**src/rtl/aud_rmm_burst_engine.sv**
```systemverilog
// AUD RMM burst sequencer: shifts TX FIFO words out onto the AUD bus or collects
// words from it into the RX FIFO, with 0-then-ones sync detection and a wait timeout.

module aud_rmm_fifo #(
  parameter int W     = 32,
  parameter int DEPTH = 8
) (
  input  logic         clk,
  input  logic         rst,
  input  logic         push,
  input  logic [W-1:0] wdata,
  input  logic         pop,
  output logic [W-1:0] rdata,
  output logic         full,
  output logic         empty
);
  localparam int AW = $clog2(DEPTH);

  logic [W-1:0] mem [DEPTH];
  logic [AW:0]  wp;
  logic [AW:0]  rp;
  logic         do_push;
  logic         do_pop;

  // Extra pointer bit distinguishes full from empty when the indices match.
  assign full    = (wp[AW] != rp[AW]) && (wp[AW-1:0] == rp[AW-1:0]);
  assign empty   = (wp == rp);
  assign do_push = push && !full;
  assign do_pop  = pop && !empty;
  assign rdata   = empty ? '0 : mem[rp[AW-1:0]];

  always_ff @(posedge clk or posedge rst) begin
    if (rst) begin
      wp <= '0;
      rp <= '0;
    end else begin
      if (do_push) wp <= wp + (AW+1)'(1);
      if (do_pop)  rp <= rp + (AW+1)'(1);
    end
  end

  always_ff @(posedge clk) begin
    if (do_push) mem[wp[AW-1:0]] <= wdata;
  end
endmodule

module aud_rmm_burst_engine #(
  parameter int DATA_W     = 32,
  parameter int BUS_W      = 4,
  parameter int FIFO_DEPTH = 8,
  parameter int LEN_W      = 16,
  parameter int SYNC_HOLD  = 2,
  parameter int TIMEOUT    = 1024
) (
  input  logic              clk_sys_i,
  input  logic              rst_i,
  input  logic              start_i,
  input  logic              dir_i,
  input  logic [LEN_W-1:0]  len_i,
  input  logic [DATA_W-1:0] tx_data_i,
  input  logic              tx_wr_i,
  output logic              tx_full_o,
  output logic [DATA_W-1:0] rx_data_o,
  input  logic              rx_rd_i,
  output logic              rx_empty_o,
  input  logic [BUS_W-1:0]  aud_data_i,
  output logic [BUS_W-1:0]  aud_data_o,
  output logic              aud_data_oe_o,
  output logic              busy_o,
  output logic              done_o,
  output logic              err_timeout_o,
  output logic              err_ovf_o
);
  localparam int BEATS = DATA_W / BUS_W;
  localparam int BCW   = (BEATS > 1) ? $clog2(BEATS) : 1;
  localparam int SHW   = $clog2(SYNC_HOLD + 1);
  localparam int TMW   = $clog2(TIMEOUT + 1);
  localparam logic [BCW-1:0]   LAST_BEAT = BCW'(BEATS - 1);
  localparam logic [SHW-1:0]   SYNC_LAST = SHW'(SYNC_HOLD - 1);
  localparam logic [TMW-1:0]   TMO_LAST  = TMW'(TIMEOUT - 1);
  localparam logic [BUS_W-1:0] BUS_ZERO  = '0;
  localparam logic [BUS_W-1:0] BUS_ONE   = BUS_W'(1);

  typedef enum logic [3:0] {
    IDLE, TX_LOAD, TX_SHIFT, TX_TURN, TX_ACK0, TX_ACK1, TX_TURN2,
    RX_HDR0, RX_HDR1, RX_SHIFT, RX_PUSH, DONE
  } state_t;

  state_t             state;
  state_t             state_nx;
  logic [LEN_W-1:0]   remaining;
  logic [DATA_W-1:0]  tx_sh;
  logic [DATA_W-1:0]  rx_sh;
  logic [DATA_W-1:0]  tx_word;
  logic [BCW-1:0]     beat;
  logic [SHW-1:0]     sync_cnt;
  logic [TMW-1:0]     tmo;
  logic               tx_empty;
  logic               rx_full;
  logic               tx_pop;
  logic               rx_push;
  logic               word_ack;
  logic               in_wait;
  logic               tmo_hit;

  aud_rmm_fifo #(.W(DATA_W), .DEPTH(FIFO_DEPTH)) u_tx_fifo (
    .clk(clk_sys_i), .rst(rst_i), .push(tx_wr_i), .wdata(tx_data_i),
    .pop(tx_pop), .rdata(tx_word), .full(tx_full_o), .empty(tx_empty)
  );

  aud_rmm_fifo #(.W(DATA_W), .DEPTH(FIFO_DEPTH)) u_rx_fifo (
    .clk(clk_sys_i), .rst(rst_i), .push(rx_push), .wdata(rx_sh),
    .pop(rx_rd_i), .rdata(rx_data_o), .full(rx_full), .empty(rx_empty_o)
  );

  assign in_wait = (state == TX_ACK0) || (state == TX_ACK1) ||
                   (state == RX_HDR0) || (state == RX_HDR1);
  assign tmo_hit = in_wait && (tmo == TMO_LAST);

  assign aud_data_oe_o = (state == TX_SHIFT);
  assign aud_data_o    = aud_data_oe_o ? tx_sh[BUS_W-1:0] : '0;
  assign busy_o        = (state != IDLE);
  assign done_o        = (state == DONE);

  always_comb begin
    state_nx = state;
    tx_pop   = 1'b0;
    rx_push  = 1'b0;
    word_ack = 1'b0;
    case (state)
      IDLE: begin
        if (start_i) begin
          if (len_i == '0) state_nx = DONE;
          else             state_nx = dir_i ? RX_HDR0 : TX_LOAD;
        end
      end
      TX_LOAD: begin
        if (!tx_empty) begin
          tx_pop   = 1'b1;
          state_nx = TX_SHIFT;
        end
      end
      TX_SHIFT: if (beat == LAST_BEAT) state_nx = TX_TURN;
      TX_TURN:  state_nx = TX_ACK0;
      TX_ACK0, RX_HDR0: begin
        if (tmo_hit)                     state_nx = DONE;
        else if (aud_data_i == BUS_ZERO) state_nx = (state == TX_ACK0) ? TX_ACK1 : RX_HDR1;
      end
      TX_ACK1, RX_HDR1: begin
        // A repeated 0 keeps waiting for the ones; any other non-1 value restarts the sync.
        if (tmo_hit) begin
          state_nx = DONE;
        end else if (aud_data_i == BUS_ONE) begin
          if (sync_cnt == SYNC_LAST) begin
            word_ack = (state == TX_ACK1);
            state_nx = (state == TX_ACK1) ? TX_TURN2 : RX_SHIFT;
          end
        end else if (aud_data_i != BUS_ZERO) begin
          state_nx = (state == TX_ACK1) ? TX_ACK0 : RX_HDR0;
        end
      end
      TX_TURN2: state_nx = (remaining == '0) ? DONE : TX_LOAD;
      RX_SHIFT: if (beat == LAST_BEAT) state_nx = RX_PUSH;
      RX_PUSH: begin
        rx_push  = 1'b1;
        state_nx = (remaining == LEN_W'(1)) ? DONE : RX_HDR0;
      end
      DONE:    state_nx = IDLE;
      default: state_nx = IDLE;
    endcase
  end

  always_ff @(posedge clk_sys_i or posedge rst_i) begin
    if (rst_i) state <= IDLE;
    else       state <= state_nx;
  end

  always_ff @(posedge clk_sys_i or posedge rst_i) begin
    if (rst_i) begin
      remaining     <= '0;
      tx_sh         <= '0;
      rx_sh         <= '0;
      beat          <= '0;
      sync_cnt      <= '0;
      tmo           <= '0;
      err_timeout_o <= 1'b0;
      err_ovf_o     <= 1'b0;
    end else begin
      tmo <= in_wait ? tmo + TMW'(1) : '0;

      if (state == IDLE && start_i && len_i != '0) begin
        remaining     <= len_i;
        err_timeout_o <= 1'b0;
        err_ovf_o     <= 1'b0;
      end else if (word_ack || rx_push) begin
        remaining <= remaining - LEN_W'(1);
      end

      if (tx_pop)                 tx_sh <= tx_word;
      else if (state == TX_SHIFT) tx_sh <= tx_sh >> BUS_W;

      if (state == RX_SHIFT) rx_sh <= {aud_data_i, rx_sh[DATA_W-1:BUS_W]};

      if (state == TX_SHIFT || state == RX_SHIFT) beat <= beat + BCW'(1);
      else                                        beat <= '0;

      if ((state == TX_ACK1 || state == RX_HDR1) && aud_data_i == BUS_ONE)
        sync_cnt <= sync_cnt + SHW'(1);
      else
        sync_cnt <= '0;

      if (tmo_hit)              err_timeout_o <= 1'b1;
      if (rx_push && rx_full)   err_ovf_o     <= 1'b1;
    end
  end
endmodule

```
**config.mk**
```make
export PLATFORM = sky130hd
export DESIGN_NAME = aud_rmm_burst_engine
export DESIGN_NICKNAME = d
export VERILOG_FILES = /design/src/rtl/aud_rmm_burst_engine.sv
export SDC_FILE = /design/constraint.sdc
export NUM_CORES = 1
export LEC_CHECK = 0
export CELL_PAD_IN_SITES_DETAIL_PLACEMENT = 1
export CELL_PAD_IN_SITES_GLOBAL_PLACEMENT = 2
export CORE_MARGIN = 3
export CORE_UTILIZATION = 50
export DETAILED_ROUTE_END_ITERATION = 6
export PLACE_DENSITY_LB_ADDON = 0.3
export REMOVE_ABC_BUFFERS = 1
export SYNTH_ARGS = -nofsm -noshare
export SYNTH_HDL_FRONTEND = slang
export SYNTH_SLANG_ARGS = --single-unit
export TNS_END_PERCENT = 20
```
**constraint.sdc**
```tcl
create_clock -name clk_sys_i -period 14.6 [get_ports clk_sys_i]
set_input_delay 2.92 -clock clk_sys_i [delete_from_list [all_inputs] [get_ports clk_sys_i]]
set_output_delay 2.92 -clock clk_sys_i [all_outputs]
set_load 0.005 [all_outputs]
```
==> results.cfg, run 1 <==
[routing]
dr_wl_met2_um = 28400
routed_wl_um = 53700
dr.pass1.iters = 5
drc = 0
wl_met3_um = 2050
wire_per_inst_um = 24.2
vias = 12786
drt_iter0_markers = 956
vias_per_cell = 5.76
ant_nets = 0
wl_met1_um = 22400
top_layer = met5

[clock_network]
cts_tree = built
numCtsBuffers = 67
post_cts_resized = 0
ctsHoldBuffers = 0
htree_levels = 3
path_clk_slew_ns = 0.06
clock-sinks = 630
cts_setup_buffers = 0
clockBufferDepth = 3
clock_latency_ns = 0.59
root_buffer = clkbuf_16

[final_layout]
fin_area_sq_um = 29100
final_nets = 1573
fillCellCount = 4273
drive_gt1_frac = 0.208
area_growth_pct = 16.4

[placement]
gp_congestion = 0.744
port_buffers = 100
placed_cell_area_sq_um = 26900
dp_hpwl_um = 28900
preCtsSetupSlack_ns = 8.67

[power]
ir_drop_v = 0.000143
cellPowerDensity_nw_per_um2 = 195
leakagePower_nw = 10.0

[worst_setup_path]
r2r.worst_path.cells = 7
cp_slowest_cell = buf_4
crit_chain = buf_4, mux4_2, mux2i_1, nor2_1, clkdlybuf4s50_1
cp.buffers_inverters = 2
crit_family = buffers and inverters
path_max_fanout = 51
required_ns = 11.68
crit-reg2reg-launch = u_rx_fifo.rp[2]
cp_slowest_stage_delay_ns = 0.84
reg2reg_to = u_rx_fifo.mem[7][8]
criticalPathCategory = reg2out
r2r_slack_ns = 11.18
arrival_ns = 3.50
start_kind = register
end_kind = output port

[sta]
rsz0062_at_grt = no
setup_viol = 0
fin_crit_sh = 0.440
hold_viol = 0
clock.fmax_mhz = 156
slew_violations = 0
finalSetupTns_ns = 0
worst_pin_slew_ns = 1.04
layout_setup_ws_ns = 8.18
relSlewSlack = 0.309
finClkSkew_ns = 0.0220
period_needed_ns = 6.42

[die]
core_sq_um = 49200
die_x_um = 230
die_h_um = 230
dieArea_sq_um = 52700
start_util = 0.509
rows = 81
io_pins = 101

[job]
drv_cap = 0

[yosys]
syn_area_sq_um = 25000
synth.distinct_cells = 58
synth_ff_type = edfxtp_1
syn_inst = 1379
yosys_warnings = 0
synth_edf_count = 512
syn_area_per_cell_sq_um = 18.1
seq_area_frac_synth = 0.733
synth-seq-cells = 630
synthArstFlopShare = 0.187

[min_path]
hold_start = sync_cnt[0]
min_to = sync_cnt[0]
min_path_type = reg2reg
hold_depth = 1

[grt]
grt_pass1_wl_um = 84000
antenna_found_initial = 4
grt.total_usage = 0.209
gr-total-overflow = 0
grt_max_degree = 70
grt_pass1_vias = 14066

[run_status]
outcome = complete, no violations
-- layout by cell type, fill, tap and decap left out, types with 6 or more instances in the layout --
cell             netlist  final
xor2_1                18     18
edfxtp_1             512    512
buf_4                  1     31
a31oi_1               37     37
ha_1                  12     12
nand2_1               88     88
mux4_2               128    128
a211oi_1              29     29
bufinv_16              0      6
nand2b_1              11     11
inv_1                  8      7
clkbuf_16              0     71
nand4_1                6      6
a21oi_1               16     16
clkdlybuf4s50_1        0    100
clkbuf_1              47     14
nor2_1                94     86
nand3_1               15     14
xnor2_1               17     17
mux2i_1               37     37
nor4_1                10      9
nor2_4                 0      8
dfrtp_1              118    112
mux2_2                35     35
clkinv_1               0     13
o21ai_0               15     15
nor2b_1               35     35
-- cells by family after synthesis --
kind of cell | Yosys count | synth area share
multiplexers | 200 | 0.146
AO/OA/AOI/OAI | 120 | 0.0317
XOR/XNOR | 35 | 0.0123
AND/OR/NAND/NOR | 298 | 0.0579
adder cells (fa/ha/maj) | 12 | 0.00600
flip-flops | 630 | 0.733
buffers and inverters | 84 | 0.0134
-- area by class of cell --
type                            count  area (sq um)  area share
Antenna cell                        2          5.00    0.000172
Clock buffer                       90          1900      0.0652
Clock inverter                     30           302      0.0104
Inverter                            8          35.0     0.00120
Multi-Input combinational cell    665          6460       0.222
Sequential cell                   630         18300       0.630
Tap cell                          664           831      0.0285
Timing Repair Buffer              131          1230      0.0424
-- routing by layer --
metal  global-route usage  vias up
met4               0.0508        4
li1                     -     5692
met5                    0        -
met2                0.368      217
met1                0.270     6800
met3               0.0405       73
-- registers in the layout, summed over array words and instances (netlist names) --
register / count
state: 4
u_rx_fifo.wp: 4
u_rx_fifo.rp: 4
err_ovf_o: 1
tx_sh: 32
u_rx_fifo.mem: 256
u_tx_fifo.wp: 4
rx_sh: 32
err_timeout_o: 1
tmo: 11
u_tx_fifo.mem: 256
u_tx_fifo.rp: 4
beat: 3
remaining: 16
sync_cnt: 2
-- synthesized netlist by cell type, types with 2 or more instances --
library cell | instances | area, sq um
o2111ai_1 | 3 | 26.3
edfxtp_1 | 512 | 15400
dfrtp_1 | 118 | 2950
buf_1 | 15 | 56.3
o21ai_0 | 15 | 75.1
nand2b_1 | 11 | 68.8
o31ai_1 | 2 | 15.0
mux2_2 | 35 | 394
nor2_1 | 94 | 353
a41oi_1 | 3 | 26.3
nor3b_1 | 2 | 15.0
nor3_1 | 10 | 50.1
nor2b_1 | 35 | 219
buf_2 | 12 | 60.1
mux2i_1 | 37 | 370
nand3b_1 | 2 | 15.0
or3_2 | 2 | 15.0
o22ai_1 | 2 | 12.5
and2_1 | 2 | 12.5
nand3_1 | 15 | 75.1
and3_1 | 5 | 31.3
nand2_1 | 88 | 330
a211oi_1 | 29 | 218
a21oi_1 | 16 | 80.1
o211ai_1 | 3 | 22.5
clkbuf_1 | 47 | 176
a31oi_1 | 37 | 231
inv_1 | 8 | 30.0
xor2_1 | 18 | 158
mux4_2 | 128 | 2880
ha_1 | 12 | 150
nor4_1 | 10 | 62.6
or3_1 | 4 | 25.0
or2_2 | 2 | 12.5
xnor2_1 | 17 | 149
nand4_1 | 6 | 37.5
-- power by group --
| part | internal, mW | leakage (nW) | switching (mW) |
|---|---|---|---|
| sequential | 2.25 | 6.25 | 0.234 |
| combinational | 0.740 | 2.72 | 0.761 |
| clock | 1.02 | 1.06 | 0.663 |
-- worst max-delay path by stage --
stage	endpoint	depth (start not counted)	startpoint
2_1_floorplan	rx_data_o[0]	3	u_rx_fifo.rp[0]
3_3_place_gp	rx_data_o[2]	5	u_rx_fifo.rp[0]
3_5_place_dp	rx_data_o[2]	5	u_rx_fifo.rp[0]
4_1_cts	rx_data_o[2]	5	u_rx_fifo.rp[0]
5_1_grt	rx_data_o[2]	5	u_rx_fifo.rp[0]
6_report	rx_data_o[2]	5	u_rx_fifo.rp[0]
-- through the flow --
step	hold WS, ns	utilization	cells	power [mW]
after floorplan	0.408	-	1303	3.47
after global placement	0.419	0.547	2098	3.99
after detailed placement	0.429	0.547	2098	4.05
after CTS	0.437	0.592	2218	5.75
after global routing	0.457	0.592	2218	5.97
final	0.436	0.592	2220	5.67
Power figures use the tool's default switching activity.
==> run 2, diff against run 1 <==
Settings changed: CORE_UTILIZATION 50 to 47.
Clock period 14.6 ns to 6.7 ns, I/O delays scaled along.
==> run 2 against run 1 <==
Clock-buffer cell count is the same; sequential power increased by 120%; non-clock buffer count fell by 1; global-route usage is 1.4 points lower; final cell count is 0.54% higher; power grew 110%; largest cell class unchanged; largest power group unchanged.
==> results.cfg, run 2 (synthesis gave the netlist of run 1 again) <==
[routing]
vias = 12665
top_layer = met5
dr.pass1.iters = 5
routed_wl_um = 53700
drc = 0
dr_wl_met2_um = 27900
wire_per_inst_um = 24.1
wl_met1_um = 22800
wl_met3_um = 2070
drt_iter0_markers = 831
vias_per_cell = 5.67
ant_nets = 0

[die]
core_sq_um = 51900
io_pins = 101
rows = 83
die_x_um = 237
die_h_um = 237
dieArea_sq_um = 56000
start_util = 0.482

[clock_network]
clock_latency_ns = 0.59
cts_setup_buffers = 0
htree_levels = 3
ctsHoldBuffers = 0
clockBufferDepth = 3
numCtsBuffers = 66
root_buffer = clkbuf_16
cts_tree = built
clock-sinks = 630
path_clk_slew_ns = 0.06
post_cts_resized = 0

[worst_setup_path]
criticalPathCategory = reg2out
end_kind = output port
crit_family = buffers and inverters
arrival_ns = 3.57
cp_slowest_stage_delay_ns = 0.82
crit_chain = buf_4, mux4_2, mux2i_1, nor2_1, clkdlybuf4s50_1
cp_slowest_cell = dfrtp_4
start_kind = register
r2r_slack_ns = 2.88
required_ns = 5.36
path_max_fanout = 39
cp.buffers_inverters = 2

[sta]
finClkSkew_ns = 0.0227
fin_crit_sh = 0.732
slew_violations = 0
clock.fmax_mhz = 204
hold_viol = 0
worst_pin_slew_ns = 1.01
relSlewSlack = 0.329
setup_viol = 0
finalSetupTns_ns = 0
layout_setup_ws_ns = 1.79
rsz0062_at_grt = no
period_needed_ns = 4.91

[grt]
grt_max_degree = 69
grt_pass1_wl_um = 84100
antenna_found_initial = 3
gr-total-overflow = 0
grt.total_usage = 0.195
grt_pass1_vias = 14023

[placement]
port_buffers = 100
gp_congestion = 0.736
dp_hpwl_um = 29200
preCtsSetupSlack_ns = 2.29

[final_layout]
drive_gt1_frac = 0.206
final_nets = 1571
mostFrequentLayoutCells = edfxtp_1 (512), mux4_2 (128), dfrtp_1 (112)
area_growth_pct = 15.7
layout_commonest_cell = edfxtp_1

[power]
ir_drop_v = 0.000239
cellPowerDensity_nw_per_um2 = 418
power.total_mw = 12.1
leakagePower_nw = 9.94
intPower_mw = 8.51
switching_share = 0.297
power_frac_clock = 0.283
power_frac_seq = 0.447
p_sw_mw = 3.60
pwr-share-comb = 0.270

[job]
drv_cap = 0

[run_status]
outcome = complete, no violations

[min_path]
min_path_type = reg2reg
[run 2: cell types whose count changed in the layout (fill, tap and decap cells not counted), moves of 3 or more]
cell       delta
clkinv_1      -7
bufinv_16     -3
clkinv_2      +7
clkbuf_16     -5
clkbuf_1      +6
[run 2: area by class of cell]
type	instances	area [sq um]
diodes	2	5.00
clock buffers	90	1780
clock inverters	27	229
fillers	4652	23000
inverters	8	35.0
multi-input cells	665	6460
flip-flops and latches	630	18300
well taps	680	851
repair buffers	130	1230
[run 2: per-stage QoR]
stage / instance area, sq um / cells / util / hold slack [ns]
final: 28900 / 2232 / 0.557 / 0.434
after global routing: 28900 / 2230 / 0.557 / 0.454
after CTS: 28900 / 2230 / 0.557 / 0.435
after detailed placement: 26900 / 2113 / 0.518 / 0.428
after global placement: 26900 / 2113 / 0.518 / 0.420
after floorplan: 24700 / 1303 / - / 0.408
[run 2: worst paths after layout]
kind,endpoint,start,cells after the start
worst max-delay path,rx_data_o[25],u_rx_fifo.rp[0],5
worst min-delay path,beat[0],beat[0],1
worst max register to register,u_rx_fifo.mem[6][21],u_rx_fifo.rp[0],6
worst min register to register,beat[0],beat[0],1
max in group asynchronous,tx_sh[20],rst_i,3
min in group asynchronous,tx_sh[6],rst_i,2
[run 2: power groups by stage]
stage	clock, mW	combinational (mW)	sequential [mW]
2_1_floorplan	0	1.96	5.59
5_1_grt	3.67	3.58	5.50
3_3_place_gp	0	3.26	5.45
3_5_place_dp	0	3.33	5.49
4_1_cts	3.51	3.35	5.42
6_report	3.42	3.27	5.41
[run 2: routing by layer]
metal | vias up | global-route usage
met3 | 72 | 0.0339
met4 | 2 | 0.0526
li1 | 5697 | -
met5 | - | 0
met1 | 6680 | 0.255
met2 | 214 | 0.341
==> run 3, diff against run 2 <==
Clock period 6.7 ns to 4.75 ns, I/O delays scaled along.
==> run 3 against run 2 <==
Final cell count grew 0.36%; worst setup slack lost 0.99 ns; sequential power grew 41%; clock skew shrank 0.0038 ns; core utilization grew 0.46 points; sequential share of layout area shrank 0.51 points; first-iteration DRC count shrank 2.5%; sequential cell count is the same; critical path depth is the same; global-route usage grew 0.29 points.
==> results.cfg, run 3 (synthesis gave the netlist of run 1 again) <==
[run_status]
outcome = complete, no violations

[power]
power_frac_clock = 0.298
leakagePower_nw = 10.1
p_sw_mw = 5.19
ir_drop_v = 0.000406
switching_share = 0.296
pwr-share-comb = 0.265
power_frac_seq = 0.437
cellPowerDensity_nw_per_um2 = 600
intPower_mw = 12.3

[clock_network]
cts_setup_buffers = 0
numCtsBuffers = 67
htree_levels = 3
path_clk_slew_ns = 0.06
clock_latency_ns = 0.60
cts_tree = built
root_buffer = clkbuf_16
post_cts_resized = 0
ctsHoldBuffers = 0
clock-sinks = 630
clockBufferDepth = 3

[final_layout]
final_util = 0.562
area_growth_pct = 16.6
drive_gt1_frac = 0.211
layout_commonest_cell = edfxtp_1
fin_area_sq_um = 29200
final_nets = 1575
mostFrequentLayoutCells = edfxtp_1 (512), mux4_2 (128), dfrtp_1 (112)

[sta]
fin_crit_sh = 0.830
hold_viol = 0
layout_setup_ws_ns = 0.810
slew_violations = 0
period_needed_ns = 3.94
clock.fmax_mhz = 254
relSlewSlack = 0.334
finClkSkew_ns = 0.0189
setup_viol = 0
rsz0062_at_grt = no
worst_pin_slew_ns = 0.999

[die]
start_util = 0.482
die_h_um = 237
io_pins = 101
die_x_um = 237
core_sq_um = 51900
rows = 83
dieArea_sq_um = 56000

[routing]
dr_wl_met2_um = 28900
wl_met3_um = 2220
vias = 12790
dr.pass1.iters = 5
top_layer = met4
drt_iter0_markers = 810
routed_wl_um = 54700
ant_nets = 0
vias_per_cell = 5.71
wl_met1_um = 22600
wire_per_inst_um = 24.4
drc = 0

[placement]
placed_cell_area_sq_um = 27000
port_buffers = 100
preCtsSetupSlack_ns = 1.23
dp_hpwl_um = 30000
gp_congestion = 0.754

[min_path]
hold_depth = 1
min_to = beat[0]
min_path_type = reg2reg
hold_start = beat[0]

[worst_setup_path]
crit-reg2reg-launch = u_rx_fifo.rp[1]
cp_slowest_stage_delay_ns = 0.61
end_kind = output port
arrival_ns = 2.99
r2r_slack_ns = 1.50
required_ns = 3.80
start_kind = register
r2r.worst_path.cells = 6
crit_family = buffers and inverters
cp.buffers_inverters = 2
cp_slowest_cell = dfrtp_4
path_max_fanout = 54
reg2reg_to = u_rx_fifo.mem[7][6]
criticalPathCategory = reg2out
crit_chain = buf_12, mux4_2, mux2i_1, nor2_1, clkdlybuf4s50_1

[grt]
grt_max_degree = 89
gr-total-overflow = 0
grt_pass1_vias = 13977
grt_pass1_wl_um = 84500
grt.total_usage = 0.198
antenna_found_initial = 2

[job]
drv_cap = 0
-- run 3: worst reg2reg max path, stage by stage (launching register included) --
cell	delay [ns]
dfrtp_2	0.72
xor2_1	0.34
nor4_1	0.17
nor3_1	0.38
nand2_1	0.29
nor2_4	0.49
buf_4	0.50
-- run 3: layout make-up --
cell class,count,area (sq um)
Clock buffer,89,1870
Clock inverter,33,339
Fill cell,4618,22800
Multi-Input combinational cell,665,6460
Inverter,8,35.0
Antenna cell,2,5.00
Sequential cell,630,18300
Timing Repair Buffer,133,1260
Tap cell,680,851
-- run 3: power by group through the flow --
stage | clock network (mW) | registers [mW] | logic, mW
CTS | 5.35 | 7.67 | 4.76
floorplan | 0 | 7.88 | 2.77
finish | 5.22 | 7.65 | 4.64
global route | 5.60 | 7.78 | 5.07
detailed placement | 0 | 7.77 | 4.73
global placement | 0 | 7.70 | 4.62
-- run 3: how the worst max path moves through the flow --
stage / start / endpoint / slack [ns] / cells past startpoint
2_1_floorplan: u_rx_fifo.rp[0] / u_rx_fifo.mem[2][0] / -2.37 / 4
3_3_place_gp: u_rx_fifo.rp[0] / rx_data_o[17] / 1.39 / 5
3_5_place_dp: aud_data_i[1] / remaining[13] / 1.23 / 7
4_1_cts: u_rx_fifo.rp[1] / rx_data_o[22] / 0.70 / 5
5_1_grt: u_rx_fifo.rp[1] / rx_data_o[22] / 0.60 / 5
6_report: u_rx_fifo.rp[0] / rx_data_o[17] / 0.81 / 5
-- run 3: through the flow --
step / power, mW / hold slack (ns) / cells / TNS, ns
global route: 18.4 / 0.458 / 2238 / 0
CTS: 17.8 / 0.444 / 2238 / 0
finish: 17.5 / 0.448 / 2240 / 0
global placement: 12.3 / 0.419 / 2116 / 0
floorplan: 10.7 / 0.408 / 1303 / -593.32
detailed placement: 12.5 / 0.436 / 2116 / 0
-- run 3: routing by layer --
layer | track usage | vias up
li1 | - | 5708
met1 | 0.252 | 6783
met2 | 0.351 | 226
met3 | 0.0344 | 73
met4 | 0.0577 | 0
met5 | 0 | -
==> variant, RTL diff (flow settings as in run 3) <==
Make the reset (`rst` and `rst_i`) synchronous in 3 clocked blocks.
--- a/src/rtl/aud_rmm_burst_engine.sv
+++ b/src/rtl/aud_rmm_burst_engine.sv
@@ -31,3 +31,3 @@
 
-  always_ff @(posedge clk or posedge rst) begin
+  always_ff @(posedge clk) begin
     if (rst) begin
@@ -172,3 +172,3 @@
 
-  always_ff @(posedge clk_sys_i or posedge rst_i) begin
+  always_ff @(posedge clk_sys_i) begin
     if (rst_i) state <= IDLE;
@@ -177,3 +177,3 @@
 
-  always_ff @(posedge clk_sys_i or posedge rst_i) begin
+  always_ff @(posedge clk_sys_i) begin
     if (rst_i) begin
Check against the original RTL: differs if rst_i is asserted again (counterexample within 4 cycles, from zero or initial values and one cycle with rst_i high); with rst_i held inactive, the same outputs for 4 cycles.
==> variant against run 3 <==
Setup slack improved by 0.040 ns; area after synthesis decreased by 0.12%; first-iteration DRC count decreased by 0.49%; clock skew increased by 0.0036 ns; routed wire length increased by 2.3%; final area decreased by 0.44%; sequential cell count increased by 6.
Power is not compared: it rests on default switching activity, and its combinational part moved more than twofold at a synthesized area within 25%.
==> variant: results (changes against run 3) <==
- Run status: finished, final reports clean
- Final WL: 55900 µm (+2.3%)
- Placer congestion estimate: 0.732 (-3.0%)
- Vias: 13300 (+4.3%)
- Placed Cells: 2212 (+4.5%)
- Nets: 1671 (+6.1%)
- Vias in the first global route: 14700 (+4.9%)
- Largest cells by area after synthesis: edfxtp_1, mux4_2, dfxtp_1
- Share of layout cells above drive strength 1: 18.3% (-2.8 points)
- Maximum VDD drop: 0.000443 V
- Seq/Total Area, Yosys: 71.5% (-1.8 points)
- CP Max Fanout: 28 (-48%)
- First-pass GRT wire length: 87400 µm (+3.5%)
- Top FF cell, synth: edfxtp_1
- Number of flops mapped to enable cells by yosys: 512 (unchanged)
- Slew headroom: 25.7% (-7.7 points)
- Final hold viol count: 0 (unchanged)
- # diodes: 0 (-2)
- Iteration-0 DRC count of the detailed router: 806 (-0.49%)
- Setup Buffers After CTS: 0 (unchanged)
- Yosys cell types: 68 (+17%)
- Via density: 5.72 (+0.16%)
- Crit-path slowest cell: dfxtp_2
- CP peak stage delay: 0.82 ns (+0.21 ns)
- Worst clock skew: 0.0225 ns (+0.00357 ns)
- Pre-CTS setup slack: 1.31 ns (+0.0797 ns)
- Fillcell total: 4702 (+1.8%)
- Synth Instances: 1485 (+7.7%)
- Synth top cells by count: edfxtp_1, nand2_1, mux4_2, dfxtp_1, nor2_1
- Detailed placement HPWL: 32100 µm (+7.1%)
- Yosys warnings: 0 (unchanged)
- Asr flop ratio synth: 0% (-19 points)
- Clock root cell: clkbuf_16
- Drt pass-1 iters: 6 (+1)
- Total track usage: 20.2% (+0.39 points)
- Largest net degree at the start of global routing: 70 (-21%)
- CTS Buffer Depth: 3 (unchanged)
- Antenna violations before repair: 0 (-2)
## variant: changes by cell type after synthesis, sizes merged, moves of 6 or more
| cell | before | now |
|---|---|---|
| dfxtp | 0 | 124 |
| a211oi | 29 | 37 |
| xnor2 | 17 | 26 |
| a311oi | 1 | 32 |
| mux2 | 35 | 0 |
| nand2 | 88 | 141 |
| dfrtp | 118 | 0 |
| o21ai | 15 | 9 |
| nor2 | 94 | 111 |
| a31oi | 37 | 7 |
| a21oi | 17 | 45 |
| clkbuf | 48 | 63 |
| inv | 8 | 14 |
## variant: per-stage QoR
stage               area (µm²)  hold WS [ns]
global placement         26900         0.411
CTS                      29000         0.424
floorplan                24600         0.398
finish                   29000         0.424
detailed placement       26900         0.415
global route             29000         0.454
## variant: cell type report
type                    instances  area [µm²]  share of cell area, %
repair buffers                135        1310                   4.52
flip-flops and latches        636       17900                   61.5
multi-input cells             747        6810                   23.5
clock inverters                21         205                  0.707
clock buffers                  99        1940                   6.68
well taps                     680         851                   2.93
inverters                      14        52.6                  0.181
## variant: worst paths after layout
path	endpoint	slack, ns	cells after the start	start
min reg2reg	beat[0]$_SDFF_PP0_	0.42	1	beat[0]$_SDFF_PP0_
min	beat[0]$_SDFF_PP0_	0.42	1	beat[0]$_SDFF_PP0_
max reg2reg	u_rx_fifo.mem[0][24]$_DFFE_PP_	1.37	5	state[0]$_SDFFE_PP0P_
max	rx_data_o[28]	0.85	5	flip-flop
## variant: logic make-up (layout without fill, tap and decap cells)
logic type	count (synthesis)	after routing	synth area share, %
compound gates	153	153	4.51
xor+xnor	40	40	1.43
fa+ha+maj	12	12	0.601
buf+inv	102	269	1.68
flops	636	636	71.5
mux	170	170	13.2
simple gates	372	372	7.06
## variant: power groups by stage
stage | clock network [mW] | registers [mW] | logic [mW]
2_1_floorplan | 0 | 6.50 | 0.894
3_3_place_gp | 0 | 6.51 | 1.32
3_5_place_dp | 0 | 6.52 | 1.35
4_1_cts | 5.23 | 6.41 | 1.37
5_1_grt | 5.45 | 6.44 | 1.49
6_report | 5.09 | 6.41 | 1.35
## variant: routing by layer
layer | vias up | part of all wire (%) | GRT usage, %
met2 | 243 | 53 | 36.0
li1 | 6015 | - | -
met5 | - | 0 | 0
met3 | 71 | 3.3 | 3.35
met4 | 0 | 1.9 | 5.00
met1 | 7008 | 42 | 25.9
## variant: worst max-delay path: cells and delay by family, from the launching register on
kind                   cells  cell delay, ns
multiplexers               2            0.53
flip-flops                 1            0.82
AND/OR/NAND/NOR            1            0.07
buffers and inverters      2            0.92
